## config.mk

```make
export PLATFORM = sky130hd
export DESIGN_NAME = pipeline_hazard_ctrl_flat
export DESIGN_NICKNAME = d
export VERILOG_FILES = /design/src/rtl/mips_hazard_pkg.sv /design/src/rtl/pipeline_hazard_ctrl_if.sv /design/src/rtl/load_use_detect.sv /design/src/rtl/pipeline_hazard_ctrl.sv /design/src/flat_wrapper.sv
export SDC_FILE = /design/constraint.sdc
export NUM_CORES = 1
export LEC_CHECK = 0
export BUFFER_PORTS_ARGS = -buffer_cell sky130_fd_sc_hd__buf_2
export CORE_UTILIZATION = 51
export DETAILED_ROUTE_END_ITERATION = 16
export PLACE_DENSITY = 0.84
export REMOVE_ABC_BUFFERS = 1
export SYNTH_ARGS = -nofsm -noshare
export SYNTH_HDL_FRONTEND = slang
export SYNTH_SLANG_ARGS = --single-unit
export TNS_END_PERCENT = 10
```

## constraint.sdc

```tcl
create_clock -name clk -period 2.6 [get_ports clk]
set_input_delay 0.26 -clock clk [delete_from_list [all_inputs] [get_ports clk]]
set_output_delay 0.26 -clock clk [all_outputs]
set_load 0.1 [all_outputs]
```

## src/rtl/mips_hazard_pkg.sv

```systemverilog
// Shared types for the MIPS pipeline hazard sequencer.
// State encodings, register constants and the control-word bundle.
package mips_hazard_pkg;

    localparam int CNT_W = 8;
    localparam logic [4:0] REG_ZERO = 5'd0;

    localparam logic [1:0] RUN      = 2'd0;
    localparam logic [1:0] LU_STALL = 2'd1;
    localparam logic [1:0] MEM_WAIT = 2'd2;
    localparam logic [1:0] FLUSH    = 2'd3;

    typedef enum logic [1:0] {
        StRun     = RUN,
        StLuStall = LU_STALL,
        StMemWait = MEM_WAIT,
        StFlush   = FLUSH
    } state_e;

    typedef struct packed {
        logic pcWrite;
        logic ifidWrite;
        logic ifidFlush;
        logic idexBubble;
        logic exmemWrite;
    } ctrl_t;

    localparam ctrl_t CTRL_RUN    = 5'b11001;
    localparam ctrl_t CTRL_FREEZE = 5'b00000;
    localparam ctrl_t CTRL_BRANCH = 5'b11111;
    localparam ctrl_t CTRL_HAZARD = 5'b00011;
    localparam ctrl_t CTRL_JUMP   = 5'b11101;
    localparam ctrl_t CTRL_RESET  = 5'b00110;

endpackage

```

## src/rtl/pipeline_hazard_ctrl_if.sv

```systemverilog
// Decoder-side qualifiers in, pipeline enables out.
// HAZARD_PERF_CNT_EN adds stall_count/flush_count.
interface pipeline_hazard_ctrl_if;
    logic [4:0]  ifid_rs;
    logic [4:0]  ifid_rt;
    logic        ifid_uses_rt;
    logic        idex_mem_read;
    logic [4:0]  idex_rt;
    logic        id_jump;
    logic        ex_branch_taken;
    logic        dmem_req;
    logic        dmem_ready;
    logic        pc_write;
    logic        ifid_write;
    logic        ifid_flush;
    logic        idex_bubble;
    logic        exmem_write;
    logic        mem_timeout_err;
`ifdef HAZARD_PERF_CNT_EN
    logic [31:0] stall_count;
    logic [31:0] flush_count;

    modport master (
        output ifid_rs, ifid_rt, ifid_uses_rt, idex_mem_read, idex_rt,
        output id_jump, ex_branch_taken, dmem_req, dmem_ready,
        input  pc_write, ifid_write, ifid_flush, idex_bubble, exmem_write,
        input  mem_timeout_err, stall_count, flush_count
    );
    modport slave (
        input  ifid_rs, ifid_rt, ifid_uses_rt, idex_mem_read, idex_rt,
        input  id_jump, ex_branch_taken, dmem_req, dmem_ready,
        output pc_write, ifid_write, ifid_flush, idex_bubble, exmem_write,
        output mem_timeout_err, stall_count, flush_count
    );
`else
    modport master (
        output ifid_rs, ifid_rt, ifid_uses_rt, idex_mem_read, idex_rt,
        output id_jump, ex_branch_taken, dmem_req, dmem_ready,
        input  pc_write, ifid_write, ifid_flush, idex_bubble, exmem_write,
        input  mem_timeout_err
    );
    modport slave (
        input  ifid_rs, ifid_rt, ifid_uses_rt, idex_mem_read, idex_rt,
        input  id_jump, ex_branch_taken, dmem_req, dmem_ready,
        output pc_write, ifid_write, ifid_flush, idex_bubble, exmem_write,
        output mem_timeout_err
    );
`endif
endinterface

```

## src/rtl/load_use_detect.sv

```systemverilog
// Combinational load-use compare between ID/EX load and IF/ID sources.
// Writes to $zero never create a dependency.
module load_use_detect
    import mips_hazard_pkg::*;
(
    input  logic [4:0] ifidRs,
    input  logic [4:0] ifidRt,
    input  logic       ifidUsesRt,
    input  logic       idexMemRead,
    input  logic [4:0] idexRt,
    output logic       hazard
);
    logic rsHit;
    logic rtHit;

    assign rsHit  = (idexRt == ifidRs);
    assign rtHit  = ifidUsesRt & (idexRt == ifidRt);
    assign hazard = idexMemRead & (idexRt != REG_ZERO) & (rsHit | rtHit);
endmodule

```

## src/rtl/pipeline_hazard_ctrl.sv

```systemverilog
// Stall/bubble/flush sequencer for the 5-stage MIPS pipeline.
// Optional HAZARD_PERF_CNT_EN adds stall/flush performance counters.
module pipeline_hazard_ctrl
    import mips_hazard_pkg::*;
#(
    parameter int LOAD_USE_STALLS = 1,
    parameter int BR_FLUSH_CYCLES = 2,
    parameter int MEM_TIMEOUT     = 255
) (
    input  logic                   clk,
    input  logic                   reset,
    pipeline_hazard_ctrl_if.slave  hz
);
    state_e           state;
    state_e           stateNxt;
    logic [CNT_W-1:0] cnt;
    logic [CNT_W-1:0] cntNxt;
    logic             timeoutErr;
    logic             errNxt;
    logic             hazard;
    logic             memStall;
    logic             runLike;
    ctrl_t            ctrl;

    load_use_detect u_lud (
        .ifidRs      (hz.ifid_rs),
        .ifidRt      (hz.ifid_rt),
        .ifidUsesRt  (hz.ifid_uses_rt),
        .idexMemRead (hz.idex_mem_read),
        .idexRt      (hz.idex_rt),
        .hazard      (hazard)
    );

    assign memStall = hz.dmem_req & ~hz.dmem_ready;
    // A completing wait cycle advances the pipe exactly like RUN.
    assign runLike  = (state == StRun) |
                      ((state == StMemWait) & hz.dmem_ready);

    always_comb begin
        stateNxt = state;
        cntNxt   = cnt;
        errNxt   = timeoutErr;
        ctrl     = CTRL_RUN;
        if (runLike) begin
            stateNxt = StRun;
            priority case (1'b1)
                memStall: begin
                    ctrl     = CTRL_FREEZE;
                    stateNxt = StMemWait;
                    cntNxt   = '0;
                end
                hz.ex_branch_taken: begin
                    ctrl = CTRL_BRANCH;
                    if (BR_FLUSH_CYCLES > 1) begin
                        stateNxt = StFlush;
                        cntNxt   = CNT_W'(BR_FLUSH_CYCLES - 2);
                    end
                end
                hazard: begin
                    ctrl = CTRL_HAZARD;
                    if (LOAD_USE_STALLS > 1) begin
                        stateNxt = StLuStall;
                        cntNxt   = CNT_W'(LOAD_USE_STALLS - 2);
                    end
                end
                hz.id_jump: ctrl = CTRL_JUMP;
                default: ;
            endcase
        end else begin
            case (state)
                StLuStall: begin
                    if (hz.ex_branch_taken) begin
                        ctrl     = CTRL_BRANCH;
                        stateNxt = StRun;
                    end else begin
                        ctrl = CTRL_HAZARD;
                        if (cnt == '0) stateNxt = StRun;
                        else           cntNxt   = cnt - 1'b1;
                    end
                end
                StFlush: begin
                    ctrl = CTRL_BRANCH;
                    if (cnt == '0) stateNxt = StRun;
                    else           cntNxt   = cnt - 1'b1;
                end
                StMemWait: begin
                    ctrl = CTRL_FREEZE;
                    if (cnt == CNT_W'(MEM_TIMEOUT)) begin
                        errNxt   = 1'b1;
                        stateNxt = StRun;
                    end else if (cnt != '1) begin
                        cntNxt = cnt + 1'b1;
                    end
                end
                default: ;
            endcase
        end
        if (reset) ctrl = CTRL_RESET;
    end

    always_ff @(posedge clk) begin
        if (reset) begin
            state      <= StRun;
            cnt        <= '0;
            timeoutErr <= 1'b0;
        end else begin
            state      <= stateNxt;
            cnt        <= cntNxt;
            timeoutErr <= errNxt;
        end
    end

    assign hz.pc_write        = ctrl.pcWrite;
    assign hz.ifid_write      = ctrl.ifidWrite;
    assign hz.ifid_flush      = ctrl.ifidFlush;
    assign hz.idex_bubble     = ctrl.idexBubble;
    assign hz.exmem_write     = ctrl.exmemWrite;
    assign hz.mem_timeout_err = timeoutErr;

`ifdef HAZARD_PERF_CNT_EN
    logic [31:0] stallCount;
    logic [31:0] flushCount;

    always_ff @(posedge clk) begin
        if (reset) begin
            stallCount <= '0;
            flushCount <= '0;
        end else begin
            if (!ctrl.pcWrite)  stallCount <= stallCount + 1'b1;
            if (ctrl.ifidFlush) flushCount <= flushCount + 1'b1;
        end
    end

    assign hz.stall_count = stallCount;
    assign hz.flush_count = flushCount;
`endif
endmodule
```

## src/flat_wrapper.sv

```systemverilog
// flat-port wrapper written by rule: the top's interface ports become plain ports
module pipeline_hazard_ctrl_flat import mips_hazard_pkg::*;
#(
    parameter int LOAD_USE_STALLS = 1,
    parameter int BR_FLUSH_CYCLES = 2,
    parameter int MEM_TIMEOUT     = 255
)
  (clk, reset, hz_ifid_rs, hz_ifid_rt, hz_ifid_uses_rt, hz_idex_mem_read, hz_idex_rt, hz_id_jump, hz_ex_branch_taken, hz_dmem_req, hz_dmem_ready, hz_pc_write, hz_ifid_write, hz_ifid_flush, hz_idex_bubble, hz_exmem_write, hz_mem_timeout_err);
  pipeline_hazard_ctrl_if hz_i ();
  input  logic clk;
  input  logic reset;
  input wire logic [$bits(hz_i.ifid_rs)-1:0] hz_ifid_rs;
  input wire logic [$bits(hz_i.ifid_rt)-1:0] hz_ifid_rt;
  input wire logic [$bits(hz_i.ifid_uses_rt)-1:0] hz_ifid_uses_rt;
  input wire logic [$bits(hz_i.idex_mem_read)-1:0] hz_idex_mem_read;
  input wire logic [$bits(hz_i.idex_rt)-1:0] hz_idex_rt;
  input wire logic [$bits(hz_i.id_jump)-1:0] hz_id_jump;
  input wire logic [$bits(hz_i.ex_branch_taken)-1:0] hz_ex_branch_taken;
  input wire logic [$bits(hz_i.dmem_req)-1:0] hz_dmem_req;
  input wire logic [$bits(hz_i.dmem_ready)-1:0] hz_dmem_ready;
  output wire logic [$bits(hz_i.pc_write)-1:0] hz_pc_write;
  output wire logic [$bits(hz_i.ifid_write)-1:0] hz_ifid_write;
  output wire logic [$bits(hz_i.ifid_flush)-1:0] hz_ifid_flush;
  output wire logic [$bits(hz_i.idex_bubble)-1:0] hz_idex_bubble;
  output wire logic [$bits(hz_i.exmem_write)-1:0] hz_exmem_write;
  output wire logic [$bits(hz_i.mem_timeout_err)-1:0] hz_mem_timeout_err;
  assign hz_i.ifid_rs = hz_ifid_rs;
  assign hz_i.ifid_rt = hz_ifid_rt;
  assign hz_i.ifid_uses_rt = hz_ifid_uses_rt;
  assign hz_i.idex_mem_read = hz_idex_mem_read;
  assign hz_i.idex_rt = hz_idex_rt;
  assign hz_i.id_jump = hz_id_jump;
  assign hz_i.ex_branch_taken = hz_ex_branch_taken;
  assign hz_i.dmem_req = hz_dmem_req;
  assign hz_i.dmem_ready = hz_dmem_ready;
  assign hz_pc_write = hz_i.pc_write;
  assign hz_ifid_write = hz_i.ifid_write;
  assign hz_ifid_flush = hz_i.ifid_flush;
  assign hz_idex_bubble = hz_i.idex_bubble;
  assign hz_exmem_write = hz_i.exmem_write;
  assign hz_mem_timeout_err = hz_i.mem_timeout_err;
  pipeline_hazard_ctrl #(.LOAD_USE_STALLS(LOAD_USE_STALLS), .BR_FLUSH_CYCLES(BR_FLUSH_CYCLES), .MEM_TIMEOUT(MEM_TIMEOUT)) u_core (.clk(clk), .reset(reset), .hz(hz_i));
endmodule
```

==> Word level (Yosys, flattened, before mapping) <==
Cells that the tools add are included.
{ "word_totals": {"ff_bits": 11, "romBits": 0, "latch_bits": 0, "elab_cells": 56, "input_bits": 23, "mem_bits_rw": 0, "output_inout_bits": 6, "mem_count": 0} }
{ "classes": {"shift": 0, "add_sub_neg": 2, "mux": 23, "bitwise": 9, "n_eq_ne": 12, "n_reduce_logical": 7, "magnitude_cmp": 0, "div": 0, "n_mul": 0} }
{ "ops": {"columns": ["operator", "n"], "rows": [
  ["$mux 8", 7],
  ["$mux 5", 6],
  ["$pmux 8 s3", 1],
  ["$ne 3x2->1 const B", 5],
  ["$pmux 5 s3", 1],
  ["$mux 2", 6],
  ["$eq 5x5->1", 2],
  ["$add 8x1->8 const B", 1],
  ["$eq 8x8->1 const B", 1],
  ["$logic_not 8->1", 1],
  ["$ne 8x8->1 const B", 1],
  ["$sub 8x1->8 const B", 1],
  ["$pmux 2 s3", 1],
  ["$and 1x1->1", 5],
  ["$reduce_and 5->1", 1],
  ["$reduce_bool 5->1", 1],
  ["$eq 2x2->1 const B", 2],
  ["$reduce_bool 4->1", 1],
  ["$mux 3", 1],
  ["$reduce_and 3->1", 1],
  ["$eq 2x1->1 const B", 1],
  ["$logic_not 2->1", 1],
  ["$not 1->1", 2],
  ["$or 1x1->1", 2],
  ["$reduce_and 2->1", 1]
]} }

==> Longest topological paths before layout <==
Gate-level depths: netlist of the first run.
{ "depth": {"depth_word": 9, "depth_mapped": 8, "mapped_depth_nobuf": 7} }

==> Cells and area by module <==
Synthesis of the first run repeated with hierarchy kept, for this count alone.
{ "hier_totals": {"hier_cells": 130, "area_unflattened_um2": 1047.3} }
{ "by_module_without_submodules": {"columns": ["module", "cells_each", "area_per_inst_um2", "seq_area_each_um2", "instances"], "rows": [
  ["pipeline_hazard_ctrl", 113, 914.6, 220.2, 1],
  ["load_use_detect", 17, 132.6, 0.0, 1]
]} }

==> Worst setup path before layout of the first run <==
OpenSTA, ideal clock, no wires.
{ "synth_timing": {"path_type": "register to output", "start": "register u_core.state[1]", "end": "output port hz_idex_bubble", "n_path_buf": 0, "t_required_ns": 2.340, "arrival_ns": 2.313, "path_slack_ns": 0.027, "stages_incl_launch_ff": 4, "path_cell_list": "dfxtp_1 o21ba_2 or2_2 o211ai_1"} }
{ "synth_between": {"elab_chain_cells": 5} }
{ "synth_lines": {"columns": ["element", "line", "source"], "rows": [
  ["start, declared", "pipeline_hazard_ctrl.sv:14", "state_e state;"],
  ["start signal, assigned", "pipeline_hazard_ctrl.sv:103", "state <= StRun;"],
  ["start signal, assigned", "pipeline_hazard_ctrl.sv:107", "state <= stateNxt;"],
  ["$eq 2x2->1", "pipeline_hazard_ctrl.sv:37, pipeline_hazard_ctrl.sv:70", null],
  ["$and 1x1->1", "pipeline_hazard_ctrl.sv:37", "((state == StMemWait) & hz.dmem_ready);"],
  ["$or 1x1->1", "pipeline_hazard_ctrl.sv:36", "assign runLike = (state == StRun) |"],
  ["$mux 5 *", "pipeline_hazard_ctrl.sv:44", "if (runLike) begin"],
  ["$mux 5 *", "pipeline_hazard_ctrl.sv:98", "if (reset) ctrl = CTRL_RESET;"],
  ["end, declared", "flat_wrapper.sv:24", "output wire logic [$bits(hz_i.idex_bubble)-1:0] hz_idex_bubble;"]
]} }
Every way passes the cells marked *; elsewhere a longest branch is shown, timed or not.

==> Worst setup path in the final report of the first run <==
{ "layout_timing": {"start": "register u_core.state[1]", "end": "register u_core.cnt[7]"} }
{ "layout_between": {"elab_chain_cells": 5} }
{ "layout_lines": {"columns": ["element", "line", "source"], "rows": [
  ["$eq 2x2->1", "pipeline_hazard_ctrl.sv:37, pipeline_hazard_ctrl.sv:70", null],
  ["$and 1x1->1", "pipeline_hazard_ctrl.sv:37", null],
  ["$or 1x1->1", "pipeline_hazard_ctrl.sv:36", null],
  ["$ne 3x2->1 (no line) / $reduce_bool 4->1 (equally long branches)", null, null],
  ["$reduce_and 5->1 (no line)", null, null],
  ["end signal, assigned", "pipeline_hazard_ctrl.sv:108", "cnt <= cntNxt;"],
  ["end, declared", "pipeline_hazard_ctrl.sv:16", "logic [CNT_W-1:0] cnt;"]
]} }
Parallel ways exist; a longest one is shown, timed or not.
A chain may end at the register's enable or synchronous reset.

==> results of run 1 <==
worst register-to-register path, delay by kind of cell, from the launching register on:
family                   cells  cell delay (ns)
adder cells (fa/ha/maj)      1             0.37
AND/OR/NAND/NOR              4             1.10
flip-flops                   1             0.42
AO/OA/AOI/OAI                2             0.38
state kept, by name, indices dropped and copies added (netlist names):
name,flops
u_core.hz.mem_timeout_err,1
u_core.state,2
u_core.cnt,8
through the flow:
step / cells / setup TNS [ns]
after detailed placement: 181 / 0
after floorplan: 126 / -0.332
after global placement: 181 / 0
after CTS: 185 / 0
final: 185 / 0
after global routing: 185 / 0
cells by family after synthesis:
group                      after synthesis  synth area share
AOI/OAI and AO/OA                       37             0.246
adders and majority gates                7            0.0922
DFF                                     11             0.214
xor gates and xnor gates                15             0.127
buffers and inverters                   12            0.0631
and+or+nand+nor                         47             0.248
muxes                                    1           0.00971
synth_stat cells (all sizes together) (2+ instances only):
library cell	number	area share
nor3	4	0.019
xor2	3	0.025
or4	2	0.015
nand2	7	0.025
o2111ai	2	0.017
xnor2	12	0.10
nor2	9	0.033
nand3	8	0.044
or2	2	0.012
a211oi	3	0.027
buf	4	0.034
inv	8	0.029
nor4	3	0.024
nand2b	6	0.036
o21ai	3	0.015
nand4	3	0.018
o21a	3	0.022
ha	6	0.073
a21oi	14	0.068
dfxtp	11	0.21
final cells by class:
type,instances,area [sq um]
Clock buffer,4,26.3
Sequential cell,11,220
Multi-Input combinational cell,107,748
Tap cell,25,31.3
Fill cell,156,591
Inverter,8,30.0
Timing Repair Buffer,30,155
metal layers:
layer / global-route usage / vias up / part of all wire
met5: 0 / - / 0
met4: 0.126 / 0 / 0.039
met3: 0.0654 / 14 / 0.076
met2: 0.442 / 48 / 0.47
met1: 0.319 / 496 / 0.41
li1: - / 536 / -
worst max path at each step:
stage	endpoint	startpoint
floorplan	hz_ifid_write	hz_idex_rt[1]
global placement	u_core.cnt[7]$_SDFFE_PP0P_	u_core.state[1]$_SDFFE_PP0P_
detailed placement	u_core.cnt[7]$_SDFFE_PP0P_	u_core.state[1]$_SDFFE_PP0P_
CTS	u_core.cnt[7]$_SDFFE_PP0P_	u_core.state[1]$_SDFFE_PP0P_
global route	u_core.cnt[7]$_SDFFE_PP0P_	u_core.state[1]$_SDFFE_PP0P_
finish	u_core.cnt[7]$_SDFFE_PP0P_	u_core.state[1]$_SDFFE_PP0P_
power breakdown:
part	internal, mW	switching (mW)
clock network	0.0595	0.0599
registers	0.186	0.0220
logic	0.151	0.239
total	0.396	0.321
==> impl_metrics.toml, run 1 <==
[sta]
min_period_ns = 2.34
finalHoldViolations = 0
finalSetupViolations = 0
timing_worst_slew_pin_value_ns = 0.489
timing.final.ws_setup_ns = 0.256
whs_ns = 0.329
timing_max_transition_violations_final = 0
min_period_over_period = 0.902
max_freq_mhz = 427
grt_setup_unrepaired = "no"
final.setup_skew_ns = 0.00326
slew_headroom = 0.676

[detailed_routing]
drc = 0
drt-vias-per-instance = 5.91
route.detailed.wl_per_inst_microns = 14.4
initial_drt_markers = 18
num_vias = 1094
drt_pass1_iterations = 4
antenna_left = 0
routed_wl_microns = 2660

[worst_setup_path]
worst_path_largest_cell_delay_ns = 0.50
timing.rr.start = "u_core.state[1]$_SDFFE_PP0P_"
crit_arrival_ns = 2.55
timing_worst_setup_path_type = "flop to flop"
setup.worst_path.start_class = "flop"
worst-path-buf-inv = 0
required_ns = 2.80
critPathCaptureType = "flop"
worstPathMaxFanout = 11
critical_path.top_delay_family = "simple AND/OR/NAND/NOR gates"
worstReg2RegEnd = "u_core.cnt[7]$_SDFFE_PP0P_"
rr_worst_depth = 7
crit_path_cell_trace = "nand2b_2 -> ha_1 -> or2_2 -> a21oi_1 -> nor3_1 -> or4_1 -> a31oi_1"
critical-path-slowest-cell = "or4_1"
r2r_slack_ns = 0.26
path_depth = 7

[hold_path]
min_from = "reset"
hold_path.class = "input port to flop"
timing.hold.worst_endpoint = "u_core.cnt[2]$_SDFFE_PP0P_"
min_delay_path_depth = 2

[clock_tree]
cts-buffers-inserted = 3
worst_skew_pair.late_latency_ns = 0.27
tritoncts_num_sinks = 11
cts_hold_repair.buffers = 0
tritoncts = "yes"
htreeDepth = 1
count_of_cells_resized_by_post_cts_repair = 0
clk_path_buf_depth = 2
cts.reportedPaths.clkPinSlew_ns = 0.07
cts_post_setup_buffers_inserted = 0
cell_at_the_root_of_the_clock_tree = "clkbuf_4"

[layout]
final_cell_mix = "buf_2 (28), a21oi_1 (14), xnor2_1 (12)"
design.final.nets = 191
final_layout_size_suffix_gt1_frac = 0.263
diodes = 0
area_growth_syn_to_layout_pct = 17.5
layout_commonest_cell = "buf_2"
postLayoutCoreUtil = 0.672
fin_area_sq_um = 1210

[floorplan]
start_util = 0.572
ios = 29
die_area_sq_um = 2210
chipHeight_microns = 47.0
rows = 15
floorplan.die.width_microns = 47.0
core_area_sq_um = 1800

[grt]
number_of_antenna_violations_at_the_first_check_in_global_routing = 0
grt_max_degree = 15
gr-usage-all-layers = 0.265
first_global_vias = 971
grt_pass1_wl_microns = 4080
globalRouteOverflowTotal = 0

[run]
maxCapViolCount = 0

[placed_design]
place_worst_setup_slack_ns = 0.134
place_congestion = 0.917
placedInstanceArea_sq_um = 1180
port_buffers = 28
dpl.hpwl_microns = 2080

[power]
powerDensity_nw_per_um2 = 592
power_leakage_nw = 0.502
vdd.ir_drop.worst_mv = 0.364
total_power_mw = 0.717

[synth]
synth_edf_count = 0
yosys_warnings = 0
synth-seq-cells = 11
async_reset_ff_frac = 0
cell_count_after_synthesis = 130
synth_cell_types = 42
synth_sequential_area_ratio = 0.214
synthesis.area_sq_um = 1030
yosys_most_used_dff = "dfxtp_1"
synthesis.area_per_instance_sq_um = 7.93

[status]
outcome = "complete, no violations"
No activity file was read; power rests on OpenSTA's default activity.
==> run 2: changes to the inputs <==
--- a/config.mk
+++ b/config.mk
@@ -5,12 +5,15 @@
 export SDC_FILE = /design/constraint.sdc
 export NUM_CORES = 1
 export LEC_CHECK = 0
+export ABC_AREA = 1
 export BUFFER_PORTS_ARGS = -buffer_cell sky130_fd_sc_hd__buf_2
-export CORE_UTILIZATION = 51
+export CORE_UTILIZATION = 53
 export DETAILED_ROUTE_END_ITERATION = 16
-export PLACE_DENSITY = 0.84
+export PLACE_DENSITY = 0.86
 export REMOVE_ABC_BUFFERS = 1
+export SETUP_SLACK_MARGIN = 0.5
 export SYNTH_ARGS = -nofsm -noshare
 export SYNTH_HDL_FRONTEND = slang
+export SYNTH_HIERARCHICAL = 1
 export SYNTH_SLANG_ARGS = --single-unit
 export TNS_END_PERCENT = 10
==> run 2 against run 1 <==
  * Worst hold slack got worse by 0.0099 ns
  * Clock skew increased by 0.0020 ns
  * Critical path type is now flop to output port
  * Synthesized cell count increased by 54%
  * Count of clock-buffer cells in the layout unchanged
==> impl_metrics.toml, run 2 <==
[worst_setup_path]
critical-path-slowest-cell = "dfxtp_1"
crit_arrival_ns = 1.73
worst_path_largest_cell_delay_ns = 0.43
required_ns = 2.34
critical_path.top_delay_family = "buffers and inverters"
crit_path_cell_trace = "inv_1 -> or2_1 -> nand2_1 -> inv_2 -> a211oi_1 -> clkbuf_4"
worst-path-buf-inv = 3
setup.worst_path.start_class = "flop"
worstPathMaxFanout = 5
timing_worst_setup_path_type = "flop to output port"
critPathCaptureType = "output port"
r2r_slack_ns = 0.83

[synth]
synth.area.top_cells = "dfxtp_1 (19%), nand2_1 (18%), inv_1 (10%), nand3_1 (9.5%), ha_1 (6.5%)"
yosys_most_used_dff = "dfxtp_1"
synth-seq-cells = 11
synthesis.area_sq_um = 1160
synth_top_cell_by_area = "dfxtp_1"
post_synth_most_frequent_cells = "nand2_1 (57), inv_1 (31), nand3_1 (22)"
synth_edf_count = 0
synth_cell_types = 30
cell_count_after_synthesis = 200
yosys_warnings = 6
synth_top_area_share = 0.190
synth_sequential_area_ratio = 0.190
yosysMostFrequentCell = "nand2_1"
async_reset_ff_frac = 0
synthesis.area_per_instance_sq_um = 5.80

[detailed_routing]
drt-vias-per-instance = 5.04
route.detailed.wl_per_inst_microns = 9.74
num_vias = 1291
initial_drt_markers = 31
drc = 0
antenna_left = 0
routed_wl_microns = 2490
drt_pass1_iterations = 4

[clock_tree]
cell_at_the_root_of_the_clock_tree = "clkbuf_4"
worst_skew_pair.late_latency_ns = 0.27
htreeDepth = 1
clk_path_buf_depth = 2
tritoncts_num_sinks = 11
cts-buffers-inserted = 3
tritoncts = "yes"
cts.reportedPaths.clkPinSlew_ns = 0.07

[grt]
gr-usage-all-layers = 0.252
number_of_antenna_violations_at_the_first_check_in_global_routing = 0
first_global_vias = 1242
grt_max_degree = 14
globalRouteOverflowTotal = 0
grt_pass1_wl_microns = 4830

[floorplan]
ios = 29
rows = 16
start_util = 0.579
floorplan.die.width_microns = 48.8
core_area_sq_um = 2000
chipHeight_microns = 48.8
die_area_sq_um = 2380

[sta]
timing_max_transition_violations_final = 0
finalHoldViolations = 0
timing.final.ws_setup_ns = 0.614
slew_headroom = 0.679
timing_worst_slew_pin_value_ns = 0.485
whs_ns = 0.319
grt_setup_unrepaired = "no"
fin_setup_tns_ns = 0
finalSetupViolations = 0
max_freq_mhz = 503
final.setup_skew_ns = 0.00524
min_period_over_period = 0.764
min_period_ns = 1.99

[layout]
design.final.nets = 259
diodes = 0
register_containing_the_most_flip_flops_in_the_final_layout = "u_core/cnt"
layout_commonest_cell = "nand2_1"
number_of_fill_cells_in_the_layout = 200
final_cell_mix = "nand2_1 (57), inv_1 (31), buf_2 (27)"
largest_reg_flops = 8
final_layout_size_suffix_gt1_frac = 0.223
area_growth_syn_to_layout_pct = 16.2

[power]
power_leakage_nw = 0.724
powerDensity_nw_per_um2 = 529
total_power_mw = 0.713
vdd.ir_drop.worst_mv = 0.384

[placed_design]
place_worst_setup_slack_ns = 0.721
dpl.hpwl_microns = 1960
place_congestion = 0.901
port_buffers = 28

[status]
outcome = "complete, no violations"

[run]
maxCapViolCount = 0

[hold_path]
hold_path.class = "input port to flop"
-- run 2: cell type report --
class	count	area, sq um	share of cell area
tap	27	33.8	0.0251
clock buffer	4	26.3	0.0195
inverter	37	139	0.103
sequential	11	220	0.163
multi-input combinational	149	786	0.583
timing repair buffer	28	143	0.106
-- run 2: repair_timing --
action | in CTS | in global routing
buffers inserted | 0 | 0
endpoints found under the setup margin | 0 | 1
hold buffers | 0 | 0
endpoints found under the hold margin | 0 | 0
resized for setup | 0 | 1
-- run 2: per-layer routing --
layer | up-vias | track usage | wire length (microns)
met1 | 557 | 0.301 | 1150
met3 | 4 | 0.0405 | 109
met2 | 36 | 0.440 | 1210
met4 | 0 | 0.113 | 27
li1 | 694 | - | -
met5 | - | 0 | 0
-- run 2: path summary, 6_finish.rpt --
kind | start | to | cells past startpoint
max reg2reg | u_core/state[0]$_SDFFE_PP0P_ | u_core/cnt[6]$_SDFFE_PP0P_ | 9
min reg2reg | u_core/hz.mem_timeout_err$_SDFFE_PP0P_ | u_core/hz.mem_timeout_err$_SDFFE_PP0P_ | 2
min | reset | u_core/cnt[2]$_SDFFE_PP0P_ | 2
max | u_core/state[1]$_SDFFE_PP0P_ | hz_exmem_write | 6
-- run 2: metrics by stage --
step | instances | utilization | area [sq um]
after CTS | 256 | 0.672 | 1350
after floorplan | 197 | - | 1140
final | 256 | 0.673 | 1350
after global placement | 252 | 0.659 | 1320
after global routing | 256 | 0.673 | 1350
after detailed placement | 252 | 0.659 | 1320
-- run 2: cell families after synthesis --
group	after synthesis	synth area share
XOR/XNOR	2	0.0151
buffers and inverters	40	0.133
adder cells (fa/ha/maj)	6	0.0647
AO/OA/AOI/OAI	26	0.129
AND/OR/NAND/NOR	115	0.468
flip-flops	11	0.190
-- run 2: where the power goes --
| part | total, mW | switching (mW) | internal [mW] | leakage (nW) |
|---|---|---|---|---|
| Clock | 0.116 | 0.0561 | 0.0595 | 0.0150 |
| Combinational | 0.391 | 0.261 | 0.130 | 0.620 |
| Sequential | 0.207 | 0.0203 | 0.186 | 0.0898 |
| Total | 0.713 | 0.337 | 0.376 | 0.724 |
